### src/rtl/delivery_generator_if.sv
// Ball-event bundle from the delivery generator to the game block.
// One delivery is presented on ball_* together with a single-cycle ball_valid.
interface delivery_generator_if;
  logic       ball_valid;
  logic [2:0] ball_runs;
  logic       ball_wicket;
  logic       ball_extra;

  modport master (
    output ball_valid,
    output ball_runs,
    output ball_wicket,
    output ball_extra
  );

  modport slave (
    input ball_valid,
    input ball_runs,
    input ball_wicket,
    input ball_extra
  );
endinterface

### src/rtl/delivery_generator.sv
// Debounced push-button to ball-event converter: one pseudo-random delivery
// (runs / wicket / wide) per clean press while the innings is live.
//
// state | meaning
// ------+-----------------------------------------------------------
// IDLE  | waiting for a debounced press with enable high
// ROLL  | sample captured; decode into the ball_* registers
// OUT   | ball_valid high for this single cycle
// HOLD  | waiting for button release; further presses are dropped
module delivery_generator #(
  parameter int          DEBOUNCE_CYCLES = 1_000_000,
  parameter logic [15:0] LFSR_SEED       = 16'hACE1
) (
  input  logic                 clk_fpga,
  input  logic                 reset,
  input  logic                 btnU,
  input  logic                 enable,
  delivery_generator_if.master ball
);

  localparam int              CNT_W   = (DEBOUNCE_CYCLES > 1) ? $clog2(DEBOUNCE_CYCLES) : 1;
  localparam logic [CNT_W-1:0] CNT_MAX = CNT_W'(DEBOUNCE_CYCLES - 1);
  localparam logic [15:0]     SEED    = (LFSR_SEED == 16'h0000) ? 16'h0001 : LFSR_SEED;
  localparam logic [15:0]     TAPS    = 16'hB400;

  typedef enum logic [1:0] {IDLE, ROLL, OUT, HOLD} state_t;

  state_t           state, state_nxt;
  logic             btn_m, btn_s;
  logic             btn_d, btn_d_q;
  logic [CNT_W-1:0] cnt;
  logic             press;
  logic [15:0]      lfsr;
  logic [3:0]       sample;
  logic             capture, load_ball, valid;
  logic [2:0]       dec_runs, runs_q;
  logic             dec_wicket, dec_extra, wicket_q, extra_q;

  always_ff @(posedge clk_fpga or negedge reset) begin
    if (!reset) begin
      btn_m <= 1'b0;
      btn_s <= 1'b0;
    end else begin
      btn_m <= btnU;
      btn_s <= btn_m;
    end
  end

  // Level must differ from btn_d for DEBOUNCE_CYCLES consecutive cycles to flip it
  always_ff @(posedge clk_fpga or negedge reset) begin
    if (!reset) begin
      cnt     <= '0;
      btn_d   <= 1'b0;
      btn_d_q <= 1'b0;
    end else begin
      btn_d_q <= btn_d;
      if (btn_s == btn_d) begin
        cnt <= '0;
      end else if (cnt == CNT_MAX) begin
        btn_d <= btn_s;
        cnt   <= '0;
      end else begin
        cnt <= cnt + CNT_W'(1);
      end
    end
  end

  assign press = btn_d & ~btn_d_q;

  always_ff @(posedge clk_fpga or negedge reset) begin
    if (!reset) begin
      lfsr <= SEED;
    end else begin
      lfsr <= {1'b0, lfsr[15:1]} ^ ({16{lfsr[0]}} & TAPS);
    end
  end

  always_ff @(posedge clk_fpga or negedge reset) begin
    if (!reset) begin
      state <= IDLE;
    end else begin
      state <= state_nxt;
    end
  end

  always_comb begin
    state_nxt = state;
    capture   = 1'b0;
    load_ball = 1'b0;
    valid     = 1'b0;
    case (state)
      IDLE: begin
        if (press && enable) begin
          state_nxt = ROLL;
          capture   = 1'b1;
        end
      end
      ROLL: begin
        load_ball = 1'b1;
        state_nxt = OUT;
      end
      OUT: begin
        valid     = 1'b1;
        state_nxt = HOLD;
      end
      HOLD: begin
        if (!btn_d) state_nxt = IDLE;
      end
      default: state_nxt = IDLE;
    endcase
  end

  always_comb begin
    dec_runs   = 3'd0;
    dec_wicket = 1'b0;
    dec_extra  = 1'b0;
    case (sample)
      4'd0, 4'd1, 4'd2, 4'd3: dec_runs = 3'd0;
      4'd4, 4'd5, 4'd6, 4'd7: dec_runs = 3'd1;
      4'd8, 4'd9:             dec_runs = 3'd2;
      4'd10:                  dec_runs = 3'd3;
      4'd11, 4'd12:           dec_runs = 3'd4;
      4'd13:                  dec_runs = 3'd6;
      4'd14:                  dec_wicket = 1'b1;
      default: begin
        dec_extra = 1'b1;
        dec_runs  = 3'd1;
      end
    endcase
  end

  always_ff @(posedge clk_fpga or negedge reset) begin
    if (!reset) begin
      sample   <= 4'd0;
      runs_q   <= 3'd0;
      wicket_q <= 1'b0;
      extra_q  <= 1'b0;
    end else begin
      if (capture) sample <= lfsr[3:0];
      if (load_ball) begin
        runs_q   <= dec_runs;
        wicket_q <= dec_wicket;
        extra_q  <= dec_extra;
      end
    end
  end

  assign ball.ball_valid  = valid;
  assign ball.ball_runs   = runs_q;
  assign ball.ball_wicket = wicket_q;
  assign ball.ball_extra  = extra_q;

endmodule
### src/flat_wrapper.sv
// flat-port wrapper written by rule: the top's interface ports become plain ports
module delivery_generator_flat 
#(
  parameter int          DEBOUNCE_CYCLES = 1_000_000,
  parameter logic [15:0] LFSR_SEED       = 16'hACE1
)
  (clk_fpga, reset, btnU, enable, ball_ball_valid, ball_ball_runs, ball_ball_wicket, ball_ball_extra);
  delivery_generator_if ball_i ();
  input  logic clk_fpga;
  input  logic reset;
  input  logic btnU;
  input  logic enable;
  output wire logic [$bits(ball_i.ball_valid)-1:0] ball_ball_valid;
  output wire logic [$bits(ball_i.ball_runs)-1:0] ball_ball_runs;
  output wire logic [$bits(ball_i.ball_wicket)-1:0] ball_ball_wicket;
  output wire logic [$bits(ball_i.ball_extra)-1:0] ball_ball_extra;
  assign ball_ball_valid = ball_i.ball_valid;
  assign ball_ball_runs = ball_i.ball_runs;
  assign ball_ball_wicket = ball_i.ball_wicket;
  assign ball_ball_extra = ball_i.ball_extra;
  delivery_generator #(.DEBOUNCE_CYCLES(DEBOUNCE_CYCLES), .LFSR_SEED(LFSR_SEED)) u_core (.clk_fpga(clk_fpga), .reset(reset), .btnU(btnU), .enable(enable), .ball(ball_i));
endmodule
### config.mk
export PLATFORM = sky130hd
export DESIGN_NAME = delivery_generator_flat
export DESIGN_NICKNAME = d
export VERILOG_FILES = /design/src/rtl/delivery_generator_if.sv /design/src/rtl/delivery_generator.sv /design/src/flat_wrapper.sv
export SDC_FILE = /design/constraint.sdc
export NUM_CORES = 1
export LEC_CHECK = 0
export CAP_MARGIN = 15
export CELL_PAD_IN_SITES_DETAIL_PLACEMENT = 0
export CELL_PAD_IN_SITES_GLOBAL_PLACEMENT = 2
export CORE_MARGIN = 3
export CORE_UTILIZATION = 36
export CTS_CLUSTER_DIAMETER = 150
export DETAILED_ROUTE_END_ITERATION = 8
export PLACE_DENSITY_LB_ADDON = 0.1
export SYNTH_ARGS = -nofsm -noshare
export SYNTH_HDL_FRONTEND = slang
export SYNTH_SLANG_ARGS = --single-unit
### constraint.sdc
create_clock -name clk_fpga -period 1.7 [get_ports clk_fpga]
set_input_delay 0.34 -clock clk_fpga [delete_from_list [all_inputs] [get_ports clk_fpga]]
set_output_delay 0.34 -clock clk_fpga [all_outputs]
set_load 0.02 [all_outputs]
# ---- After elaboration in Yosys (flattened, before gate mapping)
# Index checks and enable logic that the tools add are counted.
dict set report classes {
  add_sub_neg 1
  eq_ne 21
  muxes 12
  n_bitwise 4
  n_reduce_logical 9
}
# operator count
set ops {}
lappend ops {{20-bit 2-to-1 mux} 2}
lappend ops {{4-bit == test (second input constant)} 7}
lappend ops {{20-bit by 1-bit adder with 20-bit output (second input constant)} 1}
lappend ops {{20-bit == test (second input constant)} 1}
lappend ops {{4-bit by 3-bit == test with 1-bit output (second input constant)} 4}
lappend ops {{15-bit by 16-bit XOR with 16-bit output} 1}
lappend ops {{3-bit one-hot mux with 5 select lines} 1}
lappend ops {{15-bit OR reduction} 1}
lappend ops {{4-bit by 2-bit == test with 1-bit output (second input constant)} 2}
lappend ops {{2-bit one-hot mux with 4 select lines} 1}
lappend ops {{1-bit 2-to-1 mux} 6}
lappend ops {{5-bit OR reduction} 1}
lappend ops {{2-bit == test (second input constant)} 2}
lappend ops {{4-bit by 1-bit == test with 1-bit output (second input constant)} 1}
lappend ops {{4-bit logical NOT} 1}
lappend ops {{2-bit 2-to-1 mux} 2}
lappend ops {{2-bit AND reduction} 2}
lappend ops {{2-bit OR reduction} 2}
lappend ops {{2-bit by 1-bit == test with 1-bit output (second input constant)} 1}
lappend ops {{2-bit logical NOT} 1}
lappend ops {{2-bit by 1-bit inequality test with 1-bit output (second input constant)} 1}
lappend ops {{2-bit inequality test (second input constant)} 1}
lappend ops {{1-bit inverter} 2}
lappend ops {{1-bit bitwise AND} 1}
lappend ops {{2 further kinds} 2}
dict set report word_totals {
  reg_bits 51
  input_bits 4
  output_inout_bits 6
  wordCells 58
}

# ---- Longest topological paths before layout
# Gate-level depths: netlist (run 1).
dict set report depth {
  word_depth 5
  ltp_mapped 6
  depth_no_buf 5
}

# ---- Least setup slack after synthesis (run 1)
# No wires, ideal clock.
dict set report synth_timing {
  path_kind {register to register}
  startpoint {reg u_core.cnt[0]}
  endpoint {reg u_core.btn_d}
  arrival_time_ns 1.649
  required_ns 1.575
  slack_ns -0.073
  stages_incl_launch_ff 6
  synth_period_minus_slack_ns 1.773
  cell_sequence {dfrtp_1 > ha_1 > nand4_1 > or2_2 > nor2_1 > mux2_2}
}
dict set report synth_via {
  elab_chain_cells 2
}
# element line_no
set synth_rtl {}
lappend synth_rtl {{from (decl)} delivery_generator.sv:31} ;# logic [CNT_W-1:0] cnt;
lappend synth_rtl {{from (signal assigned)} delivery_generator.sv:63} ;# cnt <= cnt + CNT_W'(1);
lappend synth_rtl {{20-bit == test} delivery_generator.sv:59} ;# end else if (cnt == CNT_MAX) begin
lappend synth_rtl {{2-bit AND reduction (no line)} --}
lappend synth_rtl {{to (signal assigned)} delivery_generator.sv:60} ;# btn_d <= btn_s;
lappend synth_rtl {{to (decl)} delivery_generator.sv:30} ;# logic btn_d, btn_d_q;
# Every way passes these cells.
# A chain may end at the register's enable or synchronous reset.

# ---- Worst setup path in the final report (run 1)
# Same ends and word-level chain as after synthesis.

==> summary.txt, run 1 <==
status: completed
CTS tree: yes
# nets final: 233
worst skew pair latency: 0.30 ns
io pins: 10
vias in the first global route: 1455
largest net degree at the start of global routing: 52
synthesized flop and latch total: 51
Fin. Hold Viols: 0
initial core utilization: 0.3826
Max Root-Sink Buffers: 2
# DRC: 0
WS Path Type: register to register
fraction of layout cells with a size suffix above 1: 0.2711
commonest non-fill, non-tap cell in the layout: dfrtp_1
Worst Path Max Fanout: 4
ys async rst share: 1.000
H-tree depth: 2
# port buffers: 9
Core Region: 5642 um2
Vias/cell: 4.875
critical path startpoint category: register
WP depth: 5
final period utilization: 0.9988
count of different cell masters after synthesis: 43
minimum clock period: 1.698 ns
Die Y: 83.43 um
final WL: 3.938 mm
Worst path top cell family by delay: simple AND/OR/NAND/NOR gates
GRT Total Usage: 0.1253
slowest stage delay, CP: 0.40 ns
Setup crit end kind: register
Max-Cap Viols: 0
Int Power: 0.001544 W
FF-to-FF path depth: 5
Hold Crit Class: primary input to asynchronous set/reset pin
Antenna Nets Post-Route: 0
DR iter-0 viols: 56
die area: 6961 um2
main flop type after synthesis: dfrtp_1
Seq/Total Area, Yosys: 0.5959
peak supply drop: 0.0006258 V
cts bufs inserted: 5
Leak: 1.128 nW
gr ovfl total: 0
CP cell instances: ha_2 > nand4_1 > or2_4 > nor2_2 > mux2_2
Sw Ratio: 0.2184
Post-synth EDFFs: 0
CTS sink count: 51
most frequent cells in the layout: dfrtp_1 (41), buf_4 (24), nor2_1 (17)
syn_nets: 194
Clk pwr share: 0.344
CP arrival: 1.89 ns
Worst Path Required: 1.89 ns
Final Util: 0.4706
num rows: 27
Reg clk slew, reported paths: 0.09 ns
Slew HR: 0.7125
endpoints failing setup: 0
area delta synth->final: 23.01%
Psw: 0.0004314 W
Cell Area, Synth: 2158 um2
Critical-path top delay cell: dfrtp_1
Comb pwr share: 0.034
fin area: 2655 um2
diode count: 0
fin. max-slew vios: 0
Power Dens Cells: 744.0 nW/um2
chip width: 83.43 um
Clock Skew: 0.01065 ns
Ys Warns: 0
Reg2Reg Setup Slack: 0.002 ns
sequential group share of total power: 0.622
via count: 1448
RSZ-0062 raised after global routing: yes
root buffer cell: clkbuf_8
Area after DPL: 2497 um2
average routed wire per standard cell: 13.26 um
initial antenna violation count: 0
Worst-Margin Slew: 0.4298 ns
Gate Count Post-Synth: 185
CP bufs+invs: 0
GPL Wtd Cong: 0.7807
Pwr Total: 0.001975 W
first-pass GRT wire length: 7.079 mm
fmax: 588.9 MHz
Initial DRT Pass Iterations: 4
post-detail-place hpwl: 2.888 mm
Avg Cell Area, Syn: 11.67 um2
==> worst paths after layout <==
path / startpoint / to
worst max-delay path: u_core.cnt[0] / u_core.btn_d
worst min-delay path: reset / u_core.state[1]
worst max register to register: u_core.cnt[0] / u_core.btn_d
worst min register to register: u_core.lfsr[4] / u_core.lfsr[3]
max in group asynchronous: reset / u_core.lfsr[6]
min in group clk_fpga: u_core.lfsr[4] / u_core.lfsr[3]
==> worst register-to-register path, delay by kind of cell (launching register included) <==
family | cells | cell delay, ns
flops | 1 | 0.40
fa+ha+maj | 1 | 0.21
mux | 1 | 0.34
simple gates | 3 | 0.64
==> sequential cells by signal (all words and copies together), names as in the netlist <==
name and cells:
u_core.cnt 20, u_core.lfsr 16, u_core.sample 4, u_core.ball.ball_runs 3, u_core.state 2, u_core.ball.ball_extra 1
u_core.ball.ball_wicket 1, u_core.btn_d 1, u_core.btn_d_q 1, u_core.btn_m 1, u_core.btn_s 1
==> cells by family (layout without fill, tap and decap cells) <==
| logic type | Yosys count | after routing | share of synthesized area |
|---|---|---|---|
| and+or+nand+nor | 69 | 69 | 0.1791 |
| DFF | 51 | 51 | 0.5959 |
| AOI/OAI and AO/OA | 21 | 21 | 0.06088 |
| xor gates and xnor gates | 17 | 17 | 0.06898 |
| buffers and inverters | 14 | 54 | 0.02609 |
| muxes | 8 | 8 | 0.04000 |
| adders and majority gates | 5 | 5 | 0.02899 |
==> layout make-up <==
class,instances,area (um2)
Timing Repair Buffer,34,280.3
Fill cell,517,2987
Clock buffer,6,72.57
Clock inverter,2,16.27
Multi-Input combinational cell,120,862.1
Tap cell,72,90.09
Inverter,12,45.04
Sequential cell,51,1289
==> power by group through the flow <==
stage | clock network, W | logic [W] | registers [W]
2_1_floorplan | 0 | 0.0000182 | 0.00125
3_3_place_gp | 0 | 0.0000634 | 0.00125
3_5_place_dp | 0 | 0.0000661 | 0.00125
4_1_cts | 0.000717 | 0.0000662 | 0.00123
5_1_grt | 0.000777 | 0.0000779 | 0.00123
6_report | 0.000680 | 0.0000673 | 0.00123
==> what timing repair did <==
item / in CTS / in global routing
setup endpoints to repair: 2 / 16
hold buffers: 0 / 0
pin swaps: 0 / 4
resized for setup: 3 / 8
buffers inserted: 0 / 5
==> stage by stage <==
step / TNS, ns / worst slack, ns / hold WS (ns) / instances
after floorplan: 0 / 0.02908 / 0.04441 / 185
after global placement: -0.04040 / -0.04040 / 0.3340 / 284
after detailed placement: -0.04612 / -0.04612 / 0.3378 / 284
after CTS: 0 / 0.01418 / 0.01113 / 292
after global routing: -0.3431 / -0.09070 / 0.01050 / 297
final: 0 / 0.002036 / 0.002212 / 297
==> layer usage <==
metal  GRT usage  part of all wire  up-vias
met3     0.03274             0.027        5
met5           0                 0        -
li1            -                 -      724
met4     0.04240             0.013        0
met1      0.1755              0.51      707
met2      0.1888              0.45       12
==> synthesized netlist by cell type (3+ instances only) <==
| cell | number | area [um2] |
|---|---|---|
| nand2_1 | 10 | 37.54 |
| a21oi_1 | 3 | 15.01 |
| o21ai_0 | 8 | 40.04 |
| mux2_2 | 5 | 56.30 |
| ha_1 | 5 | 62.56 |
| nor3_1 | 5 | 25.02 |
| xor2_1 | 7 | 61.31 |
| dfstp_2 | 8 | 210.2 |
| xnor2_1 | 10 | 87.58 |
| inv_1 | 12 | 45.04 |
| nor4_1 | 4 | 25.02 |
| mux2i_1 | 3 | 30.03 |
| nand4_1 | 3 | 18.77 |
| dfrtp_1 | 43 | 1076 |
| nand3_1 | 8 | 40.04 |
| nor2_1 | 18 | 67.56 |
Note: power is estimated with default switching activity, not from simulation.
==> run 2, diff against run 1 <==
--- a/config.mk
+++ b/config.mk
@@ -13,6 +13,7 @@
 export CTS_CLUSTER_DIAMETER = 150
 export DETAILED_ROUTE_END_ITERATION = 8
 export PLACE_DENSITY_LB_ADDON = 0.1
+export SKIP_CTS_REPAIR_TIMING = 1
 export SYNTH_ARGS = -nofsm -noshare
 export SYNTH_HDL_FRONTEND = slang
 export SYNTH_SLANG_ARGS = --single-unit
==> run 2 against run 1 <==
  * Power up 0.26%
  * Critical path depth stayed put
  * Maximum frequency increased by 0.83%
  * Sequential power barely moved
  * Final cell count decreased by 0.34%
  * Sequential cell count is the same
  * Sequential share of layout area fell by 0.34 points
  * Largest cell class unchanged
==> summary.txt, run 2 (synthesis results as in run 1) <==
status: completed
WS Path Type: register to register
Hold WS: 0.003073 ns
Worst-Margin Slew: 0.4421 ns
area delta synth->final: 23.88%
Max-Cap Viols: 0
Clock Skew: 0.01065 ns
Hold Crit Class: primary input to asynchronous set/reset pin
CTS sink count: 51
root buffer cell: clkbuf_8
diode count: 0
Pwr Total: 0.001981 W
Fin. Hold Viols: 0
final WL: 3.975 mm
vias in the first global route: 1445
endpoints failing setup: 0
num rows: 27
# DRC: 0
first-pass GRT wire length: 7.044 mm
Antenna Nets Post-Route: 0
# nets final: 232
Worst Path Max Fanout: 4
DR iter-0 viols: 62
minimum clock period: 1.684 ns
max FFs per register: 20
chip width: 83.43 um
fmax: 593.8 MHz
# port buffers: 9
worst skew pair latency: 0.30 ns
final period utilization: 0.9906
Die Y: 83.43 um
Worst Path Required: 1.89 ns
die area: 6961 um2
cts bufs inserted: 5
Power Dens Cells: 740.8 nW/um2
gr ovfl total: 0
Reg clk slew, reported paths: 0.09 ns
crit path setup slack, layout: 0.01597 ns
Max Root-Sink Buffers: 2
fraction of layout cells with a size suffix above 1: 0.2634
GPL Wtd Cong: 0.7807
Setup crit end kind: register
critical path startpoint category: register
Initial DRT Pass Iterations: 4
H-tree depth: 2
average routed wire per standard cell: 13.43 um
initial core utilization: 0.3826
RSZ-0062 raised after global routing: yes
CP arrival: 1.87 ns
via count: 1443
M3 GR Usage: 0.03274
peak supply drop: 0.0006258 V
io pins: 10
largest net degree at the start of global routing: 52
initial antenna violation count: 0
GRT Total Usage: 0.1247
pre-CTS setup slack: -0.04612 ns
Slew HR: 0.7043
met2 GRT Util: 0.1866
Vias/cell: 4.875
fin. max-slew vios: 0
gr busiest metal: met2
commonest non-fill, non-tap cell in the layout: dfrtp_1
largest registers: u_core.cnt (20), u_core.lfsr (16), u_core.sample (4)
Leak: 1.145 nW
most frequent cells in the layout: dfrtp_1 (41), buf_4 (20), nor2_1 (17)
M1 GR Usage: 0.1755
Most flops, register: u_core.cnt
CTS tree: yes
post-detail-place hpwl: 2.888 mm
Core Region: 5642 um2
-- run 2: cell count changes in the layout (fill, tap and decap cells not counted), sizes merged --
cell,previous run,this run
dlymetal6s2s,0,1
clkbuf,7,6
buf,26,25
-- run 2: routing by layer --
layer	wire, um	vias to the layer above
met1	2039	703
met4	51	0
li1	-	723
met5	0	-
met2	1775	12
met3	108	5
-- run 2: critical path: stages, from the launching register on --
cell and delay, ns:
dfrtp_1 0.40, ha_2 0.21, nand4_1 0.20, or2_4 0.33, nor2_4 0.13, mux2_4 0.31
-- run 2: final cells by class --
class / count / area, um2
fill: 512 / 2968
clock buffer: 6 / 72.57
timing repair buffer: 33 / 291.5
sequential: 51 / 1289
clock inverter: 2 / 16.27
multi-input combinational: 120 / 869.6
tap: 72 / 90.09
inverter: 12 / 45.04
-- run 2: through the flow --
stage	cell area, um2	cells	setup TNS (ns)	util
6_report	2674	296	0	0.4739
3_3_place_gp	2497	284	-0.04040	0.4427
4_1_cts	2586	292	-0.3320	0.4584
3_5_place_dp	2497	284	-0.04612	0.4427
2_1_floorplan	2171	185	0	-
5_1_grt	2674	296	-0.2821	0.4739
-- run 2: final timing paths --
| kind | start | end | slack (ns) | cells after the start |
|---|---|---|---|---|
| max in group asynchronous | reset | u_core.lfsr[6] | 1.40 | 2 |
| worst max register to register | u_core.cnt[0] | u_core.btn_d | 0.02 | 5 |
| worst max-delay path | u_core.cnt[0] | u_core.btn_d | 0.02 | 5 |
| min in group clk_fpga | u_core.lfsr[4] | u_core.lfsr[3] | 0.35 | 0 |
| worst min-delay path | reset | u_core.state[1] | 0.003 | 2 |
| worst min register to register | u_core.lfsr[4] | u_core.lfsr[3] | 0.35 | 0 |
-- run 2: where the power goes --
group	switching (W)	total (W)	internal, W
Clock	0.000387	0.000683	0.000296
Combinational	0.0000411	0.0000696	0.0000286
Sequential	0.00000715	0.00123	0.00122
